<file path="src/rtl/shared_reg_arbiter.sv">
// Round-robin arbiter in front of one shared W-bit register.
// Requesters load the register one at a time. The register holds its
// value with valid/owner tags until the consumer asserts take.

// Per-requester data lane: passes its requester's slice only when selected,
// so the shared-register input is a plain AND-OR of all lanes.
module shared_reg_arbiter_lane #(
  parameter int W = 8
) (
  input  logic         sel,
  input  logic [W-1:0] din,
  output logic [W-1:0] dout
);
  assign dout = din & {W{sel}};
endmodule

module shared_reg_arbiter #(
  parameter int N     = 4,
  parameter int W     = 8,
  parameter int IDX_W = $clog2(N)
) (
  input  logic             clk,
  input  logic             rst_n,
  input  logic [N-1:0]     req,
  input  logic [N*W-1:0]   wdata,
  input  logic             take,
  output logic [N-1:0]     gnt,
  output logic [W-1:0]     q,
  output logic             q_valid,
  output logic [IDX_W-1:0] q_owner,
  output logic             busy
);

  localparam logic [0:0]       EMPTY    = 1'b0;
  localparam logic [0:0]       FULL     = 1'b1;
  localparam logic [IDX_W-1:0] LAST_IDX = IDX_W'(N - 1);

  logic [0:0]            state;
  logic [IDX_W-1:0]      last;
  logic [IDX_W-1:0]      win;
  logic                  found;
  logic [N-1:0]          win_oh;
  logic [N-1:0][W-1:0]   lane_q;
  logic [W-1:0]          win_data;
  logic                  load;

  // Rotating search starting just after the last winner; the pointer wraps
  // by compare so non-power-of-two N works.
  always_comb begin
    logic [IDX_W-1:0] ptr;
    ptr   = last;
    win   = '0;
    found = 1'b0;
    for (int k = 0; k < N; k++) begin
      ptr = (ptr == LAST_IDX) ? '0 : ptr + 1'b1;
      if (!found && req[ptr]) begin
        found = 1'b1;
        win   = ptr;
      end
    end
  end

  assign win_oh = N'(1) << win;
  assign load   = (state == EMPTY) && found;

  genvar gi;
  generate
    for (gi = 0; gi < N; gi++) begin : g_lane
      shared_reg_arbiter_lane #(.W(W)) u_lane (
        .sel  (win_oh[gi]),
        .din  (wdata[gi*W +: W]),
        .dout (lane_q[gi])
      );
    end
  endgenerate

  // OR-combine the masked lanes; at most one lane is selected.
  always_comb begin
    win_data = '0;
    for (int i = 0; i < N; i++) win_data = win_data | lane_q[i];
  end

  // State, pointer, shared register and one-cycle grant pulse.
  always_ff @(posedge clk or negedge rst_n) begin
    if (!rst_n) begin
      state   <= EMPTY;
      last    <= LAST_IDX;
      q       <= '0;
      q_owner <= '0;
      gnt     <= '0;
    end else begin
      gnt <= '0;
      case (state)
        EMPTY: begin
          if (load) begin
            state   <= FULL;
            q       <= win_data;
            q_owner <= win;
            last    <= win;
            gnt     <= win_oh;
          end
        end
        default: begin
          // q and q_owner stay put on take; only the valid tag drops.
          if (take) state <= EMPTY;
        end
      endcase
    end
  end

  assign q_valid = (state == FULL);
  assign busy    = q_valid;

endmodule

</file>
<file path="config.mk">
export PLATFORM = sky130hd
export DESIGN_NAME = shared_reg_arbiter
export DESIGN_NICKNAME = d
export VERILOG_FILES = /design/src/rtl/shared_reg_arbiter.sv
export SDC_FILE = /design/constraint.sdc
export NUM_CORES = 1
export LEC_CHECK = 0
export ABC_AREA = 1
export CORE_ASPECT_RATIO = 1.75
export CORE_UTILIZATION = 40
export DETAILED_ROUTE_END_ITERATION = 7
export PLACE_DENSITY = 0.75
export SETUP_SLACK_MARGIN = 0.2
export SYNTH_ARGS = -nofsm -noshare
export SYNTH_HDL_FRONTEND = slang
export SYNTH_HIERARCHICAL = 1
export SYNTH_SLANG_ARGS = --single-unit
</file>
<file path="constraint.sdc">
create_clock -name clk -period 3.1 [get_ports clk]
set_input_delay 0.62 -clock clk [delete_from_list [all_inputs] [get_ports clk]]
set_output_delay 0.62 -clock clk [all_outputs]
set_load 0.05 [all_outputs]
</file>
==> flow_summary.toml, run 1 <==
[worst_hold_path]
min_path_type = "reg -> reg"

[placement]
dpl_worst_slack_ps = 250.2
place_congestion = 0.9115
post-dp-hpwl_um = 2712
port_buffers = 54

[floorplan]
die_y_um = 79.10
coreArea_um2 = 3176
start_util_pct = 42.79
dieArea_um2 = 3643
row_count = 27
dieWidth_um = 46.06
io_pins = 55

[sta]
fin_tns_setup_ps = 0
period_minus_slack_ps = 2638
rsz0062_at_grt = "false"
fmax_mhz = 379.1
slew_viol_final = 0
fin_skew_ps = 2.896
hold_viol_final = 0
worst_slack_ps = 461.9
finalSetupViolCount = 0
min_period_over_period_pct = 85.10
slew_headroom_pct = 48.54
worstMarginPinSlew_ps = 769.5

[synth]
synth_top_area_share_pct = 27.62
netlist_top_cells_count = "nand2_1, inv_1, nand3_1, dfrtp_1, nor2_1"
synth_warnings = 6
async_flop_share_pct = 100.0
synth_area_um2 = 1359
synthFlopType = "dfrtp_1"
synth_edf_count = 0
synth_cells = 212
yosysTopAreaCell = "dfrtp_1"
synth_area_per_cell_um2 = 6.409
seq_area_frac_synth_pct = 31.49
synth_cell_types = 21
yosys-top-cells-area = "dfrtp_1, nand2_1, inv_1"
synth.most_common_cell = "nand2_1"
syn_nets = 252
synth-seq-cells = 17

[global_route]
grt_use_total_pct = 20.36
grt_pass1_vias = 1314
grt_pass1_wl_um = 5492
grt_max_degree = 18
grt-ovfl-total = 0
antenna_found_initial = 0

[critical_path]
endpoint_kind = "register"
critPathMaxFanout = 8
path_cells = "ha_1 -> inv_2 -> nand2_4 -> nand2_2 -> nand2_2 -> nand2_4 -> nand3_4 -> nor2_1 -> nor2_4 -> nand3_1 -> inv_1 -> nand2_1 -> inv_1 -> nor4_1 -> o21ai_2"
slowest_stage = "dfstp_2"
required_ps = 3230
cpPeakStageDelay_ps = 530
crit_arrival_ps = 2760
reg2reg_slack_ps = 460
worstSetupPathType = "reg -> reg"
start_kind = "register"

[finish]
diodes = 0
regArea_um2 = 427.9
multi_input_area_um2 = 679.4
drive_gt1_share_pct = 10.19
fillers = 331
layout.nets = 306
area_growth_syn_to_layout_pct = 44.29

[route]
drc = 0
vias_per_cell = 4.448
drtAntennaViolNets = 0
routed_wl_um = 3158
dr_total_vias = 1370
dr.pass1.iters = 4
drt-initial-drc-count = 13
routedWlPerCell_um = 10.25

[clocking]
cts_hold_buf = 0
postCtsSetupBuffers = 0
cts_inserted_buffers = 3
cts-resized-gates = 0
htree_levels = 1
path_clk_slew_ps = 60
cts_root_buf = "clkbuf_8"
worstSkewPairLatency_ps = 250
ctsLongestPathBuffers = 2
cts_tree = "built"
clock-sinks = 17

[outcome]
status = "finished, final reports clean"

[flow_run]
maxCapViolCount = 0
cells by family after synthesis:
logic type	share of synthesized area, %
buf+inv	18.51
compound gates	6.906
flops	31.49
fa+ha+maj	0.9207
simple gates	42.17
final cells by class:
cell class              count  share of cell area (%)
multi-input cells         137                   34.65
repair buffers             57                   28.72
flip-flops and latches     17                   21.83
inverters                  50                   9.700
well taps                  43                   2.744
clock buffers               3                   2.106
clock inverters             1                  0.2553
registers in the layout, indices dropped and copies added (netlist names):
signal	cells
q_owner	2
q	8
last	2
gnt	4
busy	1
critical path: cells and delay by family, from the launching register on:
| kind | cells | cell delay (ps) |
|---|---|---|
| and+or+nand+nor | 10 | 1240 |
| adders and majority gates | 1 | 300 |
| DFF | 1 | 530 |
| buffers and inverters | 3 | 350 |
| AOI/OAI and AO/OA | 1 | 100 |
metrics by stage:
stage	utilization [%]	cell area [um2]	hold WS (ps)	instances
floorplan	-	1359	324.4	212
global placement	60.28	1914	459.8	304
detailed placement	60.28	1914	461.8	304
CTS	61.74	1961	473.3	308
global route	61.74	1961	483.9	308
finish	61.74	1961	468.0	308
cells in the final DEF, fill, tap and decap left out:
cell and count:
nand2_1 81, clkdlybuf4s50_1 54, inv_1 47, nand3_1 16, dfrtp_1 15, nor2_1 9, nor4_1 8, o21ai_2 6
o21ai_0 5, clkbuf_8 3, buf_4 3, nor2_4 2, inv_2 2, nand2_4 2, nand2_2 2, nand3_4 2
nand4_1 2, dfstp_2 2, inv_4 1, o21ai_4 1, ha_1 1, clkinv_2 1
routing by layer:
metal	wire length (um)	share of wire (%)	track usage, %	vias to the layer above
li1	-	-	-	740
met1	1139	36	21.30	594
met2	1862	59	37.61	34
met3	124	3.9	3.636	2
met4	32	1.0	7.353	0
met5	0	0	0	-
final timing paths:
| path | cells past startpoint | startpoint | endpoint |
|---|---|---|---|
| hold / removal | 2 | last[1] | last[1] |
| max in group asynchronous | 1 | rst_n | q_owner[0] |
| setup / recovery | 15 | last[0] | q[4] |
| min in group asynchronous | 1 | rst_n | gnt[0] |
| hold reg to reg | 2 | last[1] | last[1] |
| setup reg to reg | 15 | last[0] | q[4] |
Power of run 1 is not shown: default switching activity piles up to over one toggle a cycle in this logic, so the estimate is an artifact.
==> inputs of run 2 (changes only) <==
--- a/config.mk
+++ b/config.mk
@@ -6,7 +6,7 @@
 export NUM_CORES = 1
 export LEC_CHECK = 0
 export ABC_AREA = 1
-export CORE_ASPECT_RATIO = 1.75
+export CORE_MARGIN = 8
 export CORE_UTILIZATION = 40
 export DETAILED_ROUTE_END_ITERATION = 7
 export PLACE_DENSITY = 0.75
==> flow_summary.toml, run 2 (same netlist as run 1, synthesis figures left out) <==
[critical_path]
critPathMaxFanout = 8
worstSetupPathType = "reg -> reg"
slowest_stage = "dfstp_2"
path_cells = "ha_1 -> inv_2 -> nand2_4 -> nand2_2 -> nand2_2 -> nand2_4 -> nand3_4 -> nor2_1 -> nor2_4 -> nand3_1 -> inv_1 -> nand2_1 -> inv_1 -> nor4_1 -> buf_4 -> o21ai_2"
cpPeakStageDelay_ps = 550
crit_arrival_ps = 2820
start_kind = "register"
endpoint_kind = "register"
required_ps = 3300

[placement]
port_buffers = 54
place_congestion = 0.8335
post-dp-hpwl_um = 3093

[sta]
finalSetupViolCount = 0
min_period_over_period_pct = 84.46
fin_tns_setup_ps = 0
period_minus_slack_ps = 2618
fmax_mhz = 381.9
slew_viol_final = 0
fin_skew_ps = 5.337
hold_viol_final = 0
rsz0062_at_grt = "false"
slew_headroom_pct = 50.62
worstMarginPinSlew_ps = 738.4

[clocking]
cts_inserted_buffers = 3
clock-sinks = 17
ctsLongestPathBuffers = 2
cts_tree = "built"
path_clk_slew_ps = 110
worstSkewPairLatency_ps = 300
cts_root_buf = "clkbuf_4"
htree_levels = 1

[finish]
largest_reg_flops = 8
area_growth_syn_to_layout_pct = 44.11
final_common_cell = "nand2_1"
mostFrequentLayoutCells = "nand2_1, clkdlybuf4s50_1, inv_1"
top_regs = "q (8), gnt (4)"
diodes = 0
layout.nets = 307
drive_gt1_share_pct = 11.28
final_util_pct = 59.15
largest_register = "q"

[route]
vias_per_cell = 4.449
routedWlPerCell_um = 11.54
drc = 0
drtAntennaViolNets = 0
drt-initial-drc-count = 57
routed_wl_um = 3599
dr_total_vias = 1388
dr.pass1.iters = 4

[global_route]
grt_pass1_wl_um = 5906
grt_pass1_vias = 1318
antenna_found_initial = 0
grt_max_degree = 18
grt-ovfl-total = 0
grt_use_total_pct = 13.65

[floorplan]
io_pins = 55
row_count = 21
die_y_um = 74.29
dieWidth_um = 74.29
coreArea_um2 = 3311
dieArea_um2 = 5518
start_util_pct = 41.04

[worst_hold_path]
min_path_type = "reg -> reg"

[outcome]
status = "finished, final reports clean"

[flow_run]
maxCapViolCount = 0
-- run 2: changes by cell type in the layout (fill, tap and decap cells not counted), sizes merged --
cell and change:
buf +1, clkinv -1, clkinvlp +1
-- run 2: area by class of cell --
| cell class | count | area (um2) |
|---|---|---|
| Multi-Input combinational cell | 137 | 681.9 |
| Timing Repair Buffer | 58 | 570.5 |
| Tap cell | 46 | 57.56 |
| Clock buffer | 3 | 22.52 |
| Inverter | 50 | 190.2 |
| Clock inverter | 1 | 7.507 |
| Sequential cell | 17 | 427.9 |
| Fill cell | 336 | 1353 |
-- run 2: per-stage QoR --
stage	std cells	cell area [um2]	setup WS (ps)	hold WS [ps]
5_1_grt	312	1958	211.1	520.7
4_1_cts	312	1956	379.0	487.4
6_report	312	1958	481.7	485.3
3_5_place_dp	308	1926	183.7	471.4
3_3_place_gp	308	1926	287.0	461.7
2_1_floorplan	212	1359	695.8	324.4
-- run 2: layer usage --
metal | up-vias | global-route usage [%] | part of all wire (%)
li1 | 745 | - | -
met1 | 600 | 17.31 | 44
met2 | 35 | 21.39 | 47
met3 | 8 | 2.426 | 5.4
met4 | 0 | 7.391 | 3.2
met5 | - | 0 | 0
-- run 2: final timing paths --
| kind | cells past startpoint | end | slack [ps] | start |
|---|---|---|---|---|
| worst max-delay path | 16 | q[1] | 480 | last[1] |
| worst min-delay path | 2 | last[1] | 490 | last[1] |
| worst max register to register | 16 | q[1] | 480 | last[1] |
| worst min register to register | 2 | last[1] | 490 | last[1] |
| max in group asynchronous | 1 | q[1] | 1890 | rst_n |
| min in group asynchronous | 1 | q_owner[0] | 740 | rst_n |
-- run 2: timing repair --
item,4_1_cts,5_1_grt
gates resized for setup,0,2
endpoints found under the setup margin,0,4
buffers inserted,0,0
hold buffers,0,0
-- run 2: worst max-delay path, delay by kind of cell (launching register included) --
kind                       cells  cell delay (ps)
AOI/OAI and AO/OA              1               50
and+or+nand+nor               10             1110
DFF                            1              550
adders and majority gates      1              290
buffers and inverters          4              500
Power of run 2 is left out for the same reason.
==> inputs of run 3 (changes only) <==
--- a/config.mk
+++ b/config.mk
@@ -7,9 +7,9 @@
 export LEC_CHECK = 0
 export ABC_AREA = 1
 export CORE_MARGIN = 8
-export CORE_UTILIZATION = 40
+export CORE_UTILIZATION = 39
 export DETAILED_ROUTE_END_ITERATION = 7
-export PLACE_DENSITY = 0.75
+export PLACE_DENSITY = 0.76
 export SETUP_SLACK_MARGIN = 0.2
 export SYNTH_ARGS = -nofsm -noshare
 export SYNTH_HDL_FRONTEND = slang
==> constraint.sdc (replaced) <==
create_clock -name clk -period 2.4 [get_ports clk]
set_input_delay 0.48 -clock clk [delete_from_list [all_inputs] [get_ports clk]]
set_output_delay 0.48 -clock clk [all_outputs]
set_load 0.05 [all_outputs]
==> flow_summary.toml, run 3 (same netlist as run 1, synthesis figures left out) <==
[placement]
post-dp-hpwl_um = 3102
place_congestion = 0.8152
port_buffers = 54

[floorplan]
row_count = 21
io_pins = 55
dieWidth_um = 75.03
die_y_um = 75.03
dieArea_um2 = 5629
coreArea_um2 = 3337
start_util_pct = 40.72

[finish]
final_common_cell = "nand2_1"
layout.nets = 329
largest_register = "q"
mostFrequentLayoutCells = "nand2_1, clkdlybuf4s50_1, inv_1"
diodes = 0
fillers = 251
largest_reg_flops = 8
top_regs = "q (8), gnt (4)"
area_growth_syn_to_layout_pct = 81.58
drive_gt1_share_pct = 36.11
multi_input_area_um2 = 974.7
regArea_um2 = 427.9
final_util_pct = 73.94

[route]
dr.pass1.iters = 4
drc = 0
dr_total_vias = 1643
drt-initial-drc-count = 84
vias_per_cell = 4.919
routed_wl_um = 4975
routedWlPerCell_um = 14.90
drtAntennaViolNets = 0

[critical_path]
crit_arrival_ps = 2620
critPathMaxFanout = 8
worstSetupPathType = "reg -> reg"
reg2reg_slack_ps = -30
start_kind = "register"
required_ps = 2590
endpoint_kind = "register"

[sta]
min_period_over_period_pct = 101.2
period_minus_slack_ps = 2430
slew_viol_final = 0
rsz0062_at_grt = "true"
finalSetupViolCount = 3
worst_slack_ps = -29.65
worstMarginPinSlew_ps = 738.7
fin_tns_setup_ps = -73.65
hold_viol_final = 0
slew_headroom_pct = 50.60
fin_skew_ps = 13.58
holdWs_ps = 489.7
fmax_mhz = 411.6

[clocking]
clock-sinks = 17
worstSkewPairLatency_ps = 300
cts_root_buf = "clkbuf_4"
cts_inserted_buffers = 3
cts_tree = "built"
ctsLongestPathBuffers = 2
path_clk_slew_ps = 110
htree_levels = 1
cts_hold_buf = 0

[flow_run]
maxCapViolCount = 0

[global_route]
antenna_found_initial = 0
grt_use_total_pct = 14.16
grt_pass1_vias = 1458
grt_pass1_wl_um = 6216
grt_max_degree = 19
grt-ovfl-total = 0

[worst_hold_path]
min_path_type = "reg -> reg"

[outcome]
violations = "negative setup slack"
status = "finished with violations"
## run 3: path summary, 6_finish.rpt
check / from / end / depth (start not counted)
worst max-delay path: last[0] / q[0] / 14
worst min-delay path: q_owner[0] / q_owner[0] / 2
worst max register to register: last[0] / q[0] / 14
worst min register to register: q_owner[0] / q_owner[0] / 2
max in group asynchronous: rst_n / gnt[3] / 1
min in group asynchronous: rst_n / gnt[0] / 1
## run 3: layout make-up
type                       count  area share, %
clock inverter                 1         0.2028
sequential                    17          17.34
timing repair buffer          80          31.39
tap                           46          2.333
inverter                      50          8.316
clock buffer                   3         0.9128
multi-input combinational    137          39.50
## run 3: what timing repair did
item	4_1_cts	5_1_grt
setup buffers	7	7
pin swaps	12	31
endpoints found under the setup margin	8	16
resized for setup	29	46
cloned	0	0
## run 3: per-layer routing
layer | vias to the layer above | track usage, % | routed length (um)
li1 | 792 | - | -
met1 | 746 | 17.21 | 1849
met2 | 86 | 24.18 | 2596
met3 | 19 | 1.731 | 360
met4 | 0 | 6.304 | 170
met5 | - | 0 | 0
## run 3: critical path, stage by stage, from the launching register on
cell and delay [ps]:
dfstp_2 590, ha_4 250, o21ai_4 110, nand2_4 100
buf_6 130, nand3_2 60, nand2_2 70, inv_2 80
nand2_2 70, nor2_4 240, nor2_4 100, nand2_1 90
inv_2 40, nor4_4 300, o21ai_2 90
## run 3: through the flow
step                instances  cell area (um2)  worst slack (ps)
floorplan                 212             1438             201.0
global placement          316             2077            -332.1
detailed placement        316             2077            -373.3
CTS                       327             2261             45.19
global route              334             2467            -173.7
finish                    334             2467            -29.65
Power of run 3 is left out for the same reason.
